## src/rtl/mac_pkg.sv

```systemverilog
// Shared definitions for accumulating MAC back-end stages.
package mac_pkg;

  localparam int unsigned PROD_W_DEF = 16;
  localparam int unsigned ACC_W_DEF  = 24;
  localparam int unsigned CNT_W_DEF  = 8;

  // Widest accumulator any stage may clamp to through sat_clamp.
  localparam int unsigned SAT_MAX_W  = 64;

  typedef enum logic {
    BUF_EMPTY = 1'b0,
    BUF_FULL  = 1'b1
  } buf_state_e;

  // Clamp a one-bit-wider signed sum into the signed acc_w range.
  // The sum arrives sign-extended to SAT_MAX_W+1 bits so callers of any
  // width share one implementation; callers truncate the result to acc_w.
  function automatic logic signed [SAT_MAX_W-1:0] sat_clamp(
    input  logic signed [SAT_MAX_W:0] sum,
    input  int unsigned               acc_w,
    output logic                      clip
  );
    logic signed [SAT_MAX_W:0] one;
    logic signed [SAT_MAX_W:0] hi;
    logic signed [SAT_MAX_W:0] lo;
    one  = {{SAT_MAX_W{1'b0}}, 1'b1};
    hi   = (one <<< (acc_w - 1)) - one;
    lo   = -(one <<< (acc_w - 1));
    clip = 1'b0;
    sat_clamp = SAT_MAX_W'(sum);
    if (sum > hi) begin
      clip      = 1'b1;
      sat_clamp = SAT_MAX_W'(hi);
    end else if (sum < lo) begin
      clip      = 1'b1;
      sat_clamp = SAT_MAX_W'(lo);
    end
  endfunction

endpackage

```

## src/rtl/sat_add_s.sv

```systemverilog
// Combinational sign-extending saturating adder: sum = clamp(sext(a) + b).
module sat_add_s
  import mac_pkg::*;
#(
  parameter int unsigned A_W = PROD_W_DEF,
  parameter int unsigned S_W = ACC_W_DEF
) (
  input  logic signed [A_W-1:0] a,
  input  logic signed [S_W-1:0] b,
  output logic signed [S_W-1:0] sum,
  output logic                  clip
);

  logic signed [S_W:0] raw;

  // Add at one extra bit so overflow is visible, then clamp back to S_W.
  always_comb begin
    raw  = (S_W+1)'(a) + (S_W+1)'(b);
    clip = 1'b0;
    sum  = S_W'(sat_clamp((SAT_MAX_W+1)'(raw), S_W, clip));
  end

endmodule

```

## src/rtl/mul8s_acc_stage.sv

```systemverilog
// Saturating group accumulator for signed product streams, with a
// one-entry valid/ready output register.
module mul8s_acc_stage
  import mac_pkg::*;
#(
  parameter int unsigned PROD_W = PROD_W_DEF,
  parameter int unsigned ACC_W  = ACC_W_DEF,
  parameter int unsigned CNT_W  = CNT_W_DEF
) (
  input  logic                     clock,
  input  logic                     reset,
  input  logic                     in_valid,
  output logic                     in_ready,
  input  logic signed [PROD_W-1:0] in_prod,
  input  logic                     in_last,
  output logic                     out_valid,
  input  logic                     out_ready,
  output logic signed [ACC_W-1:0]  out_acc,
  output logic [CNT_W-1:0]         out_count,
  output logic                     out_sat
);

  buf_state_e              state_q, state_d;
  logic signed [ACC_W-1:0] acc_q, acc_d;
  logic [CNT_W-1:0]        cnt_q, cnt_d;
  logic                    sat_q, sat_d;
  logic signed [ACC_W-1:0] out_acc_q, out_acc_d;
  logic [CNT_W-1:0]        out_count_q, out_count_d;
  logic                    out_sat_q, out_sat_d;

  logic signed [ACC_W-1:0] sum;
  logic                    clip;
  logic [CNT_W-1:0]        cnt_inc;
  logic                    accept;
  logic                    accept_last;

  sat_add_s #(
    .A_W(PROD_W),
    .S_W(ACC_W)
  ) u_add (
    .a   (in_prod),
    .b   (acc_q),
    .sum (sum),
    .clip(clip)
  );

  // Handshake outputs derive from buffer state and out_ready only.
  always_comb begin
    out_valid   = (state_q == BUF_FULL);
    in_ready    = (state_q == BUF_EMPTY) || out_ready;
    accept      = in_valid && in_ready;
    accept_last = accept && in_last;
    out_acc     = out_acc_q;
    out_count   = out_count_q;
    out_sat     = out_sat_q;
  end

  // Buffer refills in the same cycle it drains, so back-to-back groups see no bubble.
  always_comb begin
    state_d = state_q;
    unique case (state_q)
      BUF_EMPTY: if (accept_last) state_d = BUF_FULL;
      BUF_FULL: begin
        if (accept_last)    state_d = BUF_FULL;
        else if (out_ready) state_d = BUF_EMPTY;
      end
      default:              state_d = BUF_EMPTY;
    endcase
  end

  // Accumulate non-last beats; a last beat publishes the group and clears.
  always_comb begin
    cnt_inc     = (&cnt_q) ? cnt_q : cnt_q + CNT_W'(1);
    acc_d       = acc_q;
    cnt_d       = cnt_q;
    sat_d       = sat_q;
    out_acc_d   = out_acc_q;
    out_count_d = out_count_q;
    out_sat_d   = out_sat_q;
    if (accept) begin
      if (in_last) begin
        out_acc_d   = sum;
        out_count_d = cnt_inc;
        out_sat_d   = sat_q | clip;
        acc_d       = '0;
        cnt_d       = '0;
        sat_d       = 1'b0;
      end else begin
        acc_d = sum;
        cnt_d = cnt_inc;
        sat_d = sat_q | clip;
      end
    end
  end

  // State and data registers; reset discards any partial group.
  always_ff @(posedge clock) begin
    if (reset) begin
      state_q     <= BUF_EMPTY;
      acc_q       <= '0;
      cnt_q       <= '0;
      sat_q       <= 1'b0;
      out_acc_q   <= '0;
      out_count_q <= '0;
      out_sat_q   <= 1'b0;
    end else begin
      state_q     <= state_d;
      acc_q       <= acc_d;
      cnt_q       <= cnt_d;
      sat_q       <= sat_d;
      out_acc_q   <= out_acc_d;
      out_count_q <= out_count_d;
      out_sat_q   <= out_sat_d;
    end
  end

endmodule

```

## config.mk

```make
export PLATFORM = sky130hd
export DESIGN_NAME = mul8s_acc_stage
export DESIGN_NICKNAME = d
export VERILOG_FILES = /design/src/rtl/mac_pkg.sv /design/src/rtl/sat_add_s.sv /design/src/rtl/mul8s_acc_stage.sv
export SDC_FILE = /design/constraint.sdc
export NUM_CORES = 1
export LEC_CHECK = 0
export ABC_AREA = 1
export BUFFER_PORTS_ARGS = -buffer_cell sky130_fd_sc_hd__buf_2
export CELL_PAD_IN_SITES_DETAIL_PLACEMENT = 1
export CELL_PAD_IN_SITES_GLOBAL_PLACEMENT = 1
export CORE_MARGIN = 2
export CORE_UTILIZATION = 42
export DETAILED_ROUTE_END_ITERATION = 16
export GPL_ROUTABILITY_DRIVEN = 1
export GPL_TIMING_DRIVEN = 0
export PLACE_DENSITY = 0.85
export SLEW_MARGIN = 40
export SYNTH_ARGS = -nofsm -noshare
export SYNTH_HDL_FRONTEND = slang
export SYNTH_SLANG_ARGS = --single-unit
```

## constraint.sdc

```tcl
create_clock -name clock -period 2.3 [get_ports clock]
set_input_delay 0.345 -clock clock [delete_from_list [all_inputs] [get_ports clock]]
set_output_delay 0.345 -clock clock [all_outputs]
set_load 0.02 [all_outputs]
```

==> impl_results.html, run 1 <==
<table>
<tr><th>Metric</th><th>Value</th></tr>
<tr><th colspan="2">Status</th></tr>
<tr><td>Status</td><td>finished clean</td></tr>
<tr><th colspan="2">Floorplan</th></tr>
<tr><td>Effective utilization at floorplan</td><td>42.87%</td></tr>
<tr><td>Die height</td><td>about 110 um</td></tr>
<tr><td>Placeable Area</td><td>0.01079 mm^2</td></tr>
<tr><td>Die Area</td><td>0.01187 mm^2</td></tr>
<tr><td>Width of the die</td><td>109.0 um</td></tr>
<tr><td>Number of cell rows</td><td>38</td></tr>
<tr><td>Number of placed I/O pins</td><td>56</td></tr>
<tr><th colspan="2">Synthesis</th></tr>
<tr><td>Synthesis warning total</td><td>0</td></tr>
<tr><td>Post-Syn Nets</td><td>749</td></tr>
<tr><td>Post-synth design cell area</td><td>0.004627 mm^2</td></tr>
<tr><td>Synth area leaders</td><td>sky130_fd_sc_hd__dfxtp_1 (29%), sky130_fd_sc_hd__nand2_1 (21%), sky130_fd_sc_hd__nand2_2 (8.8%), sky130_fd_sc_hd__ha_1 (6.8%), sky130_fd_sc_hd__inv_1 (6.4%)</td></tr>
<tr><td>Number of library cell types mapped by synthesis</td><td>38</td></tr>
<tr><td>Library cell with the largest summed area after synthesis</td><td>sky130_fd_sc_hd__dfxtp_1</td></tr>
<tr><td>Number of cells produced by synthesis</td><td>702</td></tr>
<tr><td>Area share of the largest cell type after synthesis</td><td>28.99%</td></tr>
<tr><td>Post-synthesis sequential element count</td><td>67</td></tr>
<tr><td>Synthesized area per cell</td><td>6.591 um^2</td></tr>
<tr><td>Share of synthesized area occupied by flip-flops and latches</td><td>between 20% and 30%</td></tr>
<tr><th colspan="2">Cells and area</th></tr>
<tr><td>Layout Cell Area excl Fill</td><td>0.005799 mm^2</td></tr>
<tr><td>Fin cells</td><td>924</td></tr>
<tr><td>Share of layout cells above drive strength 1</td><td>~31%</td></tr>
<tr><td>Area overhead of the layout relative to synthesis</td><td>25.34%</td></tr>
<tr><td>Leading cell type in the layout, fill and taps excluded</td><td>sky130_fd_sc_hd__nand2_1</td></tr>
<tr><td>Share of the core filled with cells in the final layout</td><td>~54%</td></tr>
<tr><td>Commonest cells after routing, fill and taps aside</td><td>sky130_fd_sc_hd__nand2_1 (252), sky130_fd_sc_hd__inv_1 (78), sky130_fd_sc_hd__nand2_2 (74)</td></tr>
<tr><td>Inserted Diodes</td><td>0</td></tr>
<tr><td>NumNets Final</td><td>826</td></tr>
<tr><th colspan="2">CTS</th></tr>
<tr><td>Cell chosen for the clock root</td><td>sky130_fd_sc_hd__clkbuf_8</td></tr>
<tr><td>Clock Latency Late Sink</td><td>0.37 ns</td></tr>
<tr><td>Clk buf depth</td><td>2</td></tr>
<tr><td>Count of hold buffers inserted by post-cts repair</td><td>0</td></tr>
<tr><td>H-tree depth reported by CTS</td><td>3</td></tr>
<tr><td>Number of clock sinks seen by CTS</td><td>67</td></tr>
<tr><td>Number of buffers inserted during clock tree synthesis</td><td>9</td></tr>
<tr><td>Clock Pin Slew Worst Setup and Hold Paths</td><td>approximately 0.08 ns</td></tr>
<tr><td>Clock tree from TritonCTS</td><td>built</td></tr>
<tr><th colspan="2">Critical path</th></tr>
<tr><td>Count of buffer and inverter cells on the critical path</td><td>2</td></tr>
<tr><td>Cell class contributing the biggest share of worst-path delay</td><td>simple AND/OR/NAND/NOR gates</td></tr>
<tr><td>Worst path max stage delay</td><td>0.39 ns</td></tr>
<tr><td>Slowest stage cell on the critical path</td><td>sky130_fd_sc_hd__fa_2</td></tr>
<tr><td>Cell occurring most often along the worst timing path</td><td>sky130_fd_sc_hd__nand2_2</td></tr>
<tr><td>Startpoint kind of the worst setup timing path</td><td>register</td></tr>
<tr><td>Endpoint required time on the critical path</td><td>~2.6 ns</td></tr>
<tr><td>Endpoint kind of the worst setup timing path</td><td>register</td></tr>
<tr><td>Critical path data arrival time</td><td>2.55 ns</td></tr>
<tr><td>CP max FO</td><td>3</td></tr>
<tr><td>Start-to-end type of the worst setup path</td><td>reg2reg</td></tr>
<tr><td>Cell-by-cell trace of the critical path</td><td>ha_4 &gt; inv_1 &gt; fa_2 &gt; inv_2 &gt; nand2_2 &gt; a21oi_4 &gt; nand2_2 &gt; nand2_2 &gt; nand2_1 &gt; nand3_1 &gt; nand2_1 &gt; nand2_1 &gt; nand2_2 &gt; nand2_2 &gt; nand2_2 &gt; a21oi_2</td></tr>
<tr><th colspan="2">STA</th></tr>
<tr><td>Worst Hold Margin</td><td>about 0.36 ns</td></tr>
<tr><td>Hold Vio Cnt, Final</td><td>0</td></tr>
<tr><td>Fin. max-slew vios</td><td>0</td></tr>
<tr><td>Worst Skew</td><td>between 0.01 and 0.015 ns</td></tr>
<tr><td>Worst Slack Setup Final</td><td>0.05634 ns</td></tr>
<tr><td>F_max</td><td>445.7 MHz</td></tr>
<tr><td>Slew @ Worst Pin</td><td>between 0.7 and 0.8 ns</td></tr>
<tr><td>Shortest period the worst path allows</td><td>2.244 ns</td></tr>
<tr><td>Post-route setup TNS</td><td>0 ns</td></tr>
<tr><td>Worst slew margin relative to its limit</td><td>about half</td></tr>
<tr><td>Final Cycle Share</td><td>between 90% and 100%</td></tr>
<tr><td>Endpoints failing setup</td><td>0</td></tr>
<tr><th colspan="2">Routing</th></tr>
<tr><td>Length of routed wiring on met1</td><td>~6600 um</td></tr>
<tr><td>Met3 Routed Length</td><td>321 um</td></tr>
<tr><td>Number of vias in the routed layout</td><td>4706</td></tr>
<tr><td>Remaining design rule violation count</td><td>0</td></tr>
<tr><td>DR WL met2</td><td>between 7000 and 8000 um</td></tr>
<tr><td>Vias per cell</td><td>approximately 5</td></tr>
<tr><td>Routed Antenna Nets</td><td>0</td></tr>
<tr><td>Routed length per instance</td><td>~17 um</td></tr>
<tr><td>Number of design-rule violations left by the first detailed-router iteration</td><td>146</td></tr>
<tr><td>Detailed Routing Iterations Pass 1</td><td>4</td></tr>
<tr><td>DR top layer</td><td>met4</td></tr>
<tr><td>Final routed wirelength across all metal layers</td><td>15380 um</td></tr>
<tr><th colspan="2">Placed design</th></tr>
<tr><td>Number of buffer cells added on primary ports</td><td>between 50 and 60</td></tr>
<tr><td>RePlAce Congestion</td><td>0.9189</td></tr>
<tr><td>DP Cell Count</td><td>896</td></tr>
<tr><td>Placed inst area</td><td>around 0.0051 mm^2</td></tr>
<tr><td>Post-Place Worst Slack</td><td>-0.2566 ns</td></tr>
<tr><td>Half-perimeter wire length of the detailed placement result</td><td>roughly 11000 um</td></tr>
<tr><th colspan="2">GRT</th></tr>
<tr><td>First-pass GRT wire length</td><td>about 23000 um</td></tr>
<tr><td>Number of global-route vias before repair</td><td>4726</td></tr>
<tr><td>Global-route congestion overflow total</td><td>0</td></tr>
<tr><td>Initial antenna violation count</td><td>0</td></tr>
<tr><td>Total routing resource utilization after global routing</td><td>24.81%</td></tr>
<tr><td>Maximum number of pins on one net before global-route repair</td><td>13</td></tr>
<tr><th colspan="2">Power and ir drop</th></tr>
<tr><td>Leakage power figure</td><td>2.812 nW</td></tr>
<tr><td>Final total power</td><td>3.827 mW</td></tr>
<tr><td>VDD IR max</td><td>0.0004241 V</td></tr>
<tr><td>PD cells</td><td>659.8 mW/mm^2</td></tr>
<tr><th colspan="2">Worst hold path</th></tr>
<tr><td>Min-Delay Path Class</td><td>in2reg</td></tr>
<tr><th colspan="2">Job</th></tr>
<tr><td>Max cap viols</td><td>0</td></tr>
</table>
==> final timing paths <==
path,startpoint,cells past startpoint,endpoint,slack [ns]
hold / removal,reset,2,acc_q[9]$_SDFFE_PP0P_,0.36
setup reg to reg,acc_q[0]$_SDFFE_PP0P_,16,acc_q[22]$_SDFFE_PP0P_,0.06
hold reg to reg,out_acc[21]$_SDFFE_PP0P_,2,out_acc[21]$_SDFFE_PP0P_,0.46
setup / recovery,acc_q[0]$_SDFFE_PP0P_,16,acc_q[22]$_SDFFE_PP0P_,0.06
==> worst reg2reg max path, delay by kind of cell (launching register included) <==
kind,cells,cell delay [ns]
DFF,1,0.37
AOI/OAI and AO/OA,2,0.30
and+or+nand+nor,10,0.84
adders and majority gates,2,0.53
buffers and inverters,2,0.14
==> report_power, final <==
group	internal (mW)	total [mW]	switching [mW]
Combinational	0.462	1.23	0.771
Clock	0.785	1.30	0.515
Sequential	1.24	1.29	0.0562
Total	2.48	3.83	1.34
==> cell type report <==
| cell class | instances | area [um^2] |
|---|---|---|
| clock buffers | 11 | 151.4 |
| fillers | 1422 | 4994 |
| multi-input cells | 534 | 3193 |
| inverters | 81 | 304.0 |
| plain buffers | 20 | 156.4 |
| repair buffers | 66 | 362.8 |
| flip-flops and latches | 67 | 1349 |
| clock inverters | 5 | 107.6 |
| well taps | 140 | 175.2 |
==> kinds of logic after synthesis <==
group	after synthesis	share of synthesized area [%]
and+or+nand+nor	420	40.70
buffers and inverters	101	9.464
AOI/OAI and AO/OA	70	10.25
DFF	67	28.99
adders and majority gates	26	7.193
xor gates and xnor gates	18	3.407
==> synthesized netlist by cell type <==
master                      number
sky130_fd_sc_hd__o22ai_1         1
sky130_fd_sc_hd__buf_6           4
sky130_fd_sc_hd__o21bai_1        5
sky130_fd_sc_hd__nor2_4          3
sky130_fd_sc_hd__inv_1          79
sky130_fd_sc_hd__or2_2           1
sky130_fd_sc_hd__buf_1           1
sky130_fd_sc_hd__a22o_1          4
sky130_fd_sc_hd__nand2_1       261
sky130_fd_sc_hd__o21a_1          1
sky130_fd_sc_hd__buf_2           2
sky130_fd_sc_hd__a21oi_2        22
sky130_fd_sc_hd__nor2_1         44
sky130_fd_sc_hd__ha_1           25
sky130_fd_sc_hd__a21oi_1        27
sky130_fd_sc_hd__a2bb2oi_1       2
sky130_fd_sc_hd__buf_4           1
sky130_fd_sc_hd__nand3_1        20
sky130_fd_sc_hd__nor3_1          2
sky130_fd_sc_hd__nand3b_1        1
sky130_fd_sc_hd__nand3b_2        1
sky130_fd_sc_hd__buf_8           2
sky130_fd_sc_hd__o21ai_0         6
sky130_fd_sc_hd__xnor2_1         5
sky130_fd_sc_hd__clkbuf_1       10
sky130_fd_sc_hd__inv_2           1
sky130_fd_sc_hd__nand2_4         5
sky130_fd_sc_hd__fa_1            1
sky130_fd_sc_hd__nand2_2        65
sky130_fd_sc_hd__or2_1           1
sky130_fd_sc_hd__dfxtp_1        67
sky130_fd_sc_hd__xor2_1         13
sky130_fd_sc_hd__and2_1          2
sky130_fd_sc_hd__o21ai_1         1
sky130_fd_sc_hd__nand4_1        10
sky130_fd_sc_hd__clkinv_1        1
sky130_fd_sc_hd__o211ai_1        1
sky130_fd_sc_hd__nor2_2          4
==> what timing repair did <==
action,CTS,global route
buffers inserted,0,12
setup endpoints to repair,33,47
pin swaps,0,14
resized for setup,6,62
==> state kept, by name, summed over array words and instances (netlist names) <==
register / cells
out_sat: 1
cnt_q: 8
out_valid: 1
acc_q: 24
out_acc: 24
sat_q: 1
out_count: 8
==> layer usage <==
layer | vias to the layer above | track usage (%)
met2 | 71 | 44.68
met5 | - | 0
met1 | 2279 | 29.88
li1 | 2324 | -
met4 | 0 | 7.875
met3 | 32 | 4.124
Note: power is estimated with default switching activity, not from simulation.
==> run 2, diff against run 1 <==
--- a/config.mk
+++ b/config.mk
@@ -15,6 +15,7 @@
 export GPL_ROUTABILITY_DRIVEN = 1
 export GPL_TIMING_DRIVEN = 0
 export PLACE_DENSITY = 0.85
+export SETUP_SLACK_MARGIN = 0.15
 export SLEW_MARGIN = 40
 export SYNTH_ARGS = -nofsm -noshare
 export SYNTH_HDL_FRONTEND = slang
==> impl_results.html, run 2 (synthesized netlist as in run 1, its figures left out) <==
<table>
<tr><th>Metric</th><th>Value</th></tr>
<tr><th colspan="2">Critical path</th></tr>
<tr><td>Start-to-end type of the worst setup path</td><td>reg2reg</td></tr>
<tr><td>Flop-to-flop setup slack</td><td>0.03 ns</td></tr>
<tr><td>Startpoint kind of the worst setup timing path</td><td>register</td></tr>
<tr><td>Endpoint kind of the worst setup timing path</td><td>register</td></tr>
<tr><td>FF-to-FF path depth</td><td>14</td></tr>
<tr><td>Endpoint of the worst-slack reg-to-reg timing path</td><td>acc_q[10]$_SDFFE_PP0P_</td></tr>
<tr><td>Critical path destination</td><td>acc_q[10]$_SDFFE_PP0P_</td></tr>
<tr><td>Crit Reg-Reg Startpoint</td><td>acc_q[5]$_SDFFE_PP0P_</td></tr>
<tr><td>Critical path launch point</td><td>acc_q[5]$_SDFFE_PP0P_</td></tr>
<tr><td>CP max FO</td><td>7</td></tr>
<tr><td>Endpoint required time on the critical path</td><td>about 2.6 ns</td></tr>
<tr><td>Critical path data arrival time</td><td>about 2.6 ns</td></tr>
<tr><th colspan="2">CTS</th></tr>
<tr><td>Clk buf depth</td><td>2</td></tr>
<tr><td>Number of buffers inserted during clock tree synthesis</td><td>9</td></tr>
<tr><td>Count of hold buffers inserted by post-cts repair</td><td>0</td></tr>
<tr><td>Clock tree from TritonCTS</td><td>built</td></tr>
<tr><td>Clock Latency Late Sink</td><td>0.39 ns</td></tr>
<tr><td>H-tree depth reported by CTS</td><td>3</td></tr>
<tr><td>Clock Pin Slew Worst Setup and Hold Paths</td><td>0.08 ns</td></tr>
<tr><td>Number of clock sinks seen by CTS</td><td>67</td></tr>
<tr><td>Cell chosen for the clock root</td><td>sky130_fd_sc_hd__clkbuf_8</td></tr>
<tr><th colspan="2">STA</th></tr>
<tr><td>RSZ-0062 raised after global routing</td><td>yes</td></tr>
<tr><td>Hold Vio Cnt, Final</td><td>0</td></tr>
<tr><td>Fin. max-slew vios</td><td>0</td></tr>
<tr><td>Shortest period the worst path allows</td><td>between 2 and 2.5 ns</td></tr>
<tr><td>F_max</td><td>roughly 440 MHz</td></tr>
<tr><td>Worst Skew</td><td>0.01291 ns</td></tr>
<tr><td>Worst Hold Margin</td><td>0.3430 ns</td></tr>
<tr><td>Slew @ Worst Pin</td><td>0.7766 ns</td></tr>
<tr><td>Worst slew margin relative to its limit</td><td>48.22%</td></tr>
<tr><td>Endpoints failing setup</td><td>0</td></tr>
<tr><td>Final Cycle Share</td><td>slightly below 100%</td></tr>
<tr><th colspan="2">GRT</th></tr>
<tr><td>Initial antenna violation count</td><td>0</td></tr>
<tr><td>Number of global-route vias before repair</td><td>4975</td></tr>
<tr><td>First-pass GRT wire length</td><td>24940 um</td></tr>
<tr><td>Total routing resource utilization after global routing</td><td>between 20% and 30%</td></tr>
<tr><td>Maximum number of pins on one net before global-route repair</td><td>13</td></tr>
<tr><td>Global-route congestion overflow total</td><td>0</td></tr>
<tr><th colspan="2">Cells and area</th></tr>
<tr><td>NumNets Final</td><td>around 840</td></tr>
<tr><td>Inserted Diodes</td><td>0</td></tr>
<tr><td>Commonest cells after routing, fill and taps aside</td><td>sky130_fd_sc_hd__nand2_1 (223), sky130_fd_sc_hd__nand2_2 (89), sky130_fd_sc_hd__inv_1 (77)</td></tr>
<tr><td>Fill cell total of the finished layout</td><td>1389</td></tr>
<tr><td>Share of layout cells above drive strength 1</td><td>38.66%</td></tr>
<tr><td>Area overhead of the layout relative to synthesis</td><td>33.13%</td></tr>
<tr><td>Leading cell type in the layout, fill and taps excluded</td><td>sky130_fd_sc_hd__nand2_1</td></tr>
<tr><th colspan="2">Power and ir drop</th></tr>
<tr><td>PD cells</td><td>about 660 mW/mm^2</td></tr>
<tr><td>Logic pwr share</td><td>35.2%</td></tr>
<tr><td>Leakage power figure</td><td>2.985 nW</td></tr>
<tr><td>Sequential share of power</td><td>32.1%</td></tr>
<tr><td>Switching power share of the total</td><td>36.73%</td></tr>
<tr><td>VDD IR max</td><td>between 0.0004 and 0.0005 V</td></tr>
<tr><td>Internal power component</td><td>about 2.6 mW</td></tr>
<tr><td>Relative contribution of the clock network to total power</td><td>around 33%</td></tr>
<tr><td>Final total power</td><td>a little over 4 mW</td></tr>
<tr><td>Net Sw Power</td><td>about 1.5 mW</td></tr>
<tr><th colspan="2">Floorplan</th></tr>
<tr><td>Die height</td><td>109.0 um</td></tr>
<tr><td>Number of cell rows</td><td>38</td></tr>
<tr><td>Placeable Area</td><td>0.01079 mm^2</td></tr>
<tr><td>Effective utilization at floorplan</td><td>42.87%</td></tr>
<tr><td>Die Area</td><td>roughly 0.012 mm^2</td></tr>
<tr><td>Width of the die</td><td>roughly 110 um</td></tr>
<tr><td>Number of placed I/O pins</td><td>56</td></tr>
<tr><th colspan="2">Routing</th></tr>
<tr><td>Final routed wirelength across all metal layers</td><td>around 18000 um</td></tr>
<tr><td>Number of design-rule violations left by the first detailed-router iteration</td><td>222</td></tr>
<tr><td>Number of vias in the routed layout</td><td>5034</td></tr>
<tr><td>Remaining design rule violation count</td><td>0</td></tr>
<tr><td>Detailed Routing Iterations Pass 1</td><td>5</td></tr>
<tr><td>Vias per cell</td><td>5.390</td></tr>
<tr><td>Routed Antenna Nets</td><td>0</td></tr>
<tr><td>Routed length per instance</td><td>about 19 um</td></tr>
<tr><th colspan="2">Status</th></tr>
<tr><td>Status</td><td>finished clean</td></tr>
<tr><th colspan="2">Placed design</th></tr>
<tr><td>RePlAce Congestion</td><td>between 0.9 and 1</td></tr>
<tr><td>Number of buffer cells added on primary ports</td><td>54</td></tr>
<tr><td>Half-perimeter wire length of the detailed placement result</td><td>11090 um</td></tr>
<tr><th colspan="2">Worst hold path</th></tr>
<tr><td>Min-Delay Path Class</td><td>in2reg</td></tr>
<tr><td>Min-Delay Startpoint</td><td>reset</td></tr>
<tr><th colspan="2">Job</th></tr>
<tr><td>Max cap viols</td><td>0</td></tr>
</table>
## run 2: cell count changes in the layout (fill, tap and decap cells not counted), sizes merged
cell / previous run / this run
buf: 75 / 85
## run 2: how the worst min path moves through the flow
stage                                          end  slack, ns  cells after the start
after floorplan             acc_q[10]$_SDFFE_PP0P_       0.45                      2
after global placement    out_acc[12]$_SDFFE_PP0P_       0.43                      2
after detailed placement   out_acc[9]$_SDFFE_PP0P_       0.44                      2
after CTS                    acc_q[9]$_SDFFE_PP0P_       0.33                      2
after global routing         acc_q[9]$_SDFFE_PP0P_       0.38                      2
final                        acc_q[9]$_SDFFE_PP0P_       0.34                      2
## run 2: area by class of cell
type | count | area [um^2] | share of cell area, %
Buffer | 20 | 157.7 | 2.559
Timing Repair Buffer | 76 | 465.4 | 7.556
Sequential cell | 67 | 1366 | 22.18
Inverter | 81 | 304.0 | 4.936
Clock inverter | 5 | 107.6 | 1.747
Clock buffer | 11 | 151.4 | 2.458
Multi-Input combinational cell | 534 | 3432 | 55.72
Tap cell | 140 | 175.2 | 2.844
## run 2: power by group through the flow
stage	clock [mW]	combinational, mW	sequential (mW)
2_1_floorplan	0	0.752	1.35
3_3_place_gp	0	1.03	1.30
3_5_place_dp	0	1.07	1.31
4_1_cts	1.31	1.23	1.29
5_1_grt	1.37	1.53	1.31
6_report	1.32	1.43	1.30
## run 2: repair_timing
action	CTS	global route
buffers inserted	9	12
cloned	1	0
setup endpoints to repair	48	51
pin swaps	14	32
resized for setup	57	84
## run 2: metal layers
metal / track usage, % / up-vias / share of wire (%)
met2: 50.00 / 146 / 52
met4: 9.341 / 0 / 4.6
met3: 4.005 / 66 / 3.5
met5: 0 / - / 0
li1: - / 2357 / -
met1: 32.09 / 2465 / 40
## run 2: critical path, cell delays in order (launching register included)
cell and delay [ns]:
sky130_fd_sc_hd__dfxtp_2 0.34, sky130_fd_sc_hd__ha_4 0.29, sky130_fd_sc_hd__nand2_1 0.11, sky130_fd_sc_hd__nor2_1 0.26, sky130_fd_sc_hd__o21ai_2 0.13, sky130_fd_sc_hd__nand2_4 0.11
sky130_fd_sc_hd__nand2_4 0.06, sky130_fd_sc_hd__nand4_1 0.15, sky130_fd_sc_hd__nand2_4 0.09, sky130_fd_sc_hd__nand2_8 0.11, sky130_fd_sc_hd__buf_6 0.12, sky130_fd_sc_hd__nand2_2 0.05
sky130_fd_sc_hd__nand2_2 0.10, sky130_fd_sc_hd__nand2_1 0.09, sky130_fd_sc_hd__a21oi_1 0.16
## run 2: per-stage QoR
stage / cells / setup WS (ns) / setup TNS (ns) / instance area [um^2] / util (%)
after floorplan: 702 / 0.2363 / 0 / 4627 / -
after global placement: 896 / -0.1812 / -5.413 / 5072 / 47.00
after detailed placement: 896 / -0.2566 / -8.066 / 5072 / 47.00
after CTS: 922 / 0.1231 / 0 / 5799 / 53.73
after global routing: 934 / -0.1045 / -0.4845 / 6160 / 57.07
final: 934 / 0.03245 / 0 / 6160 / 57.07
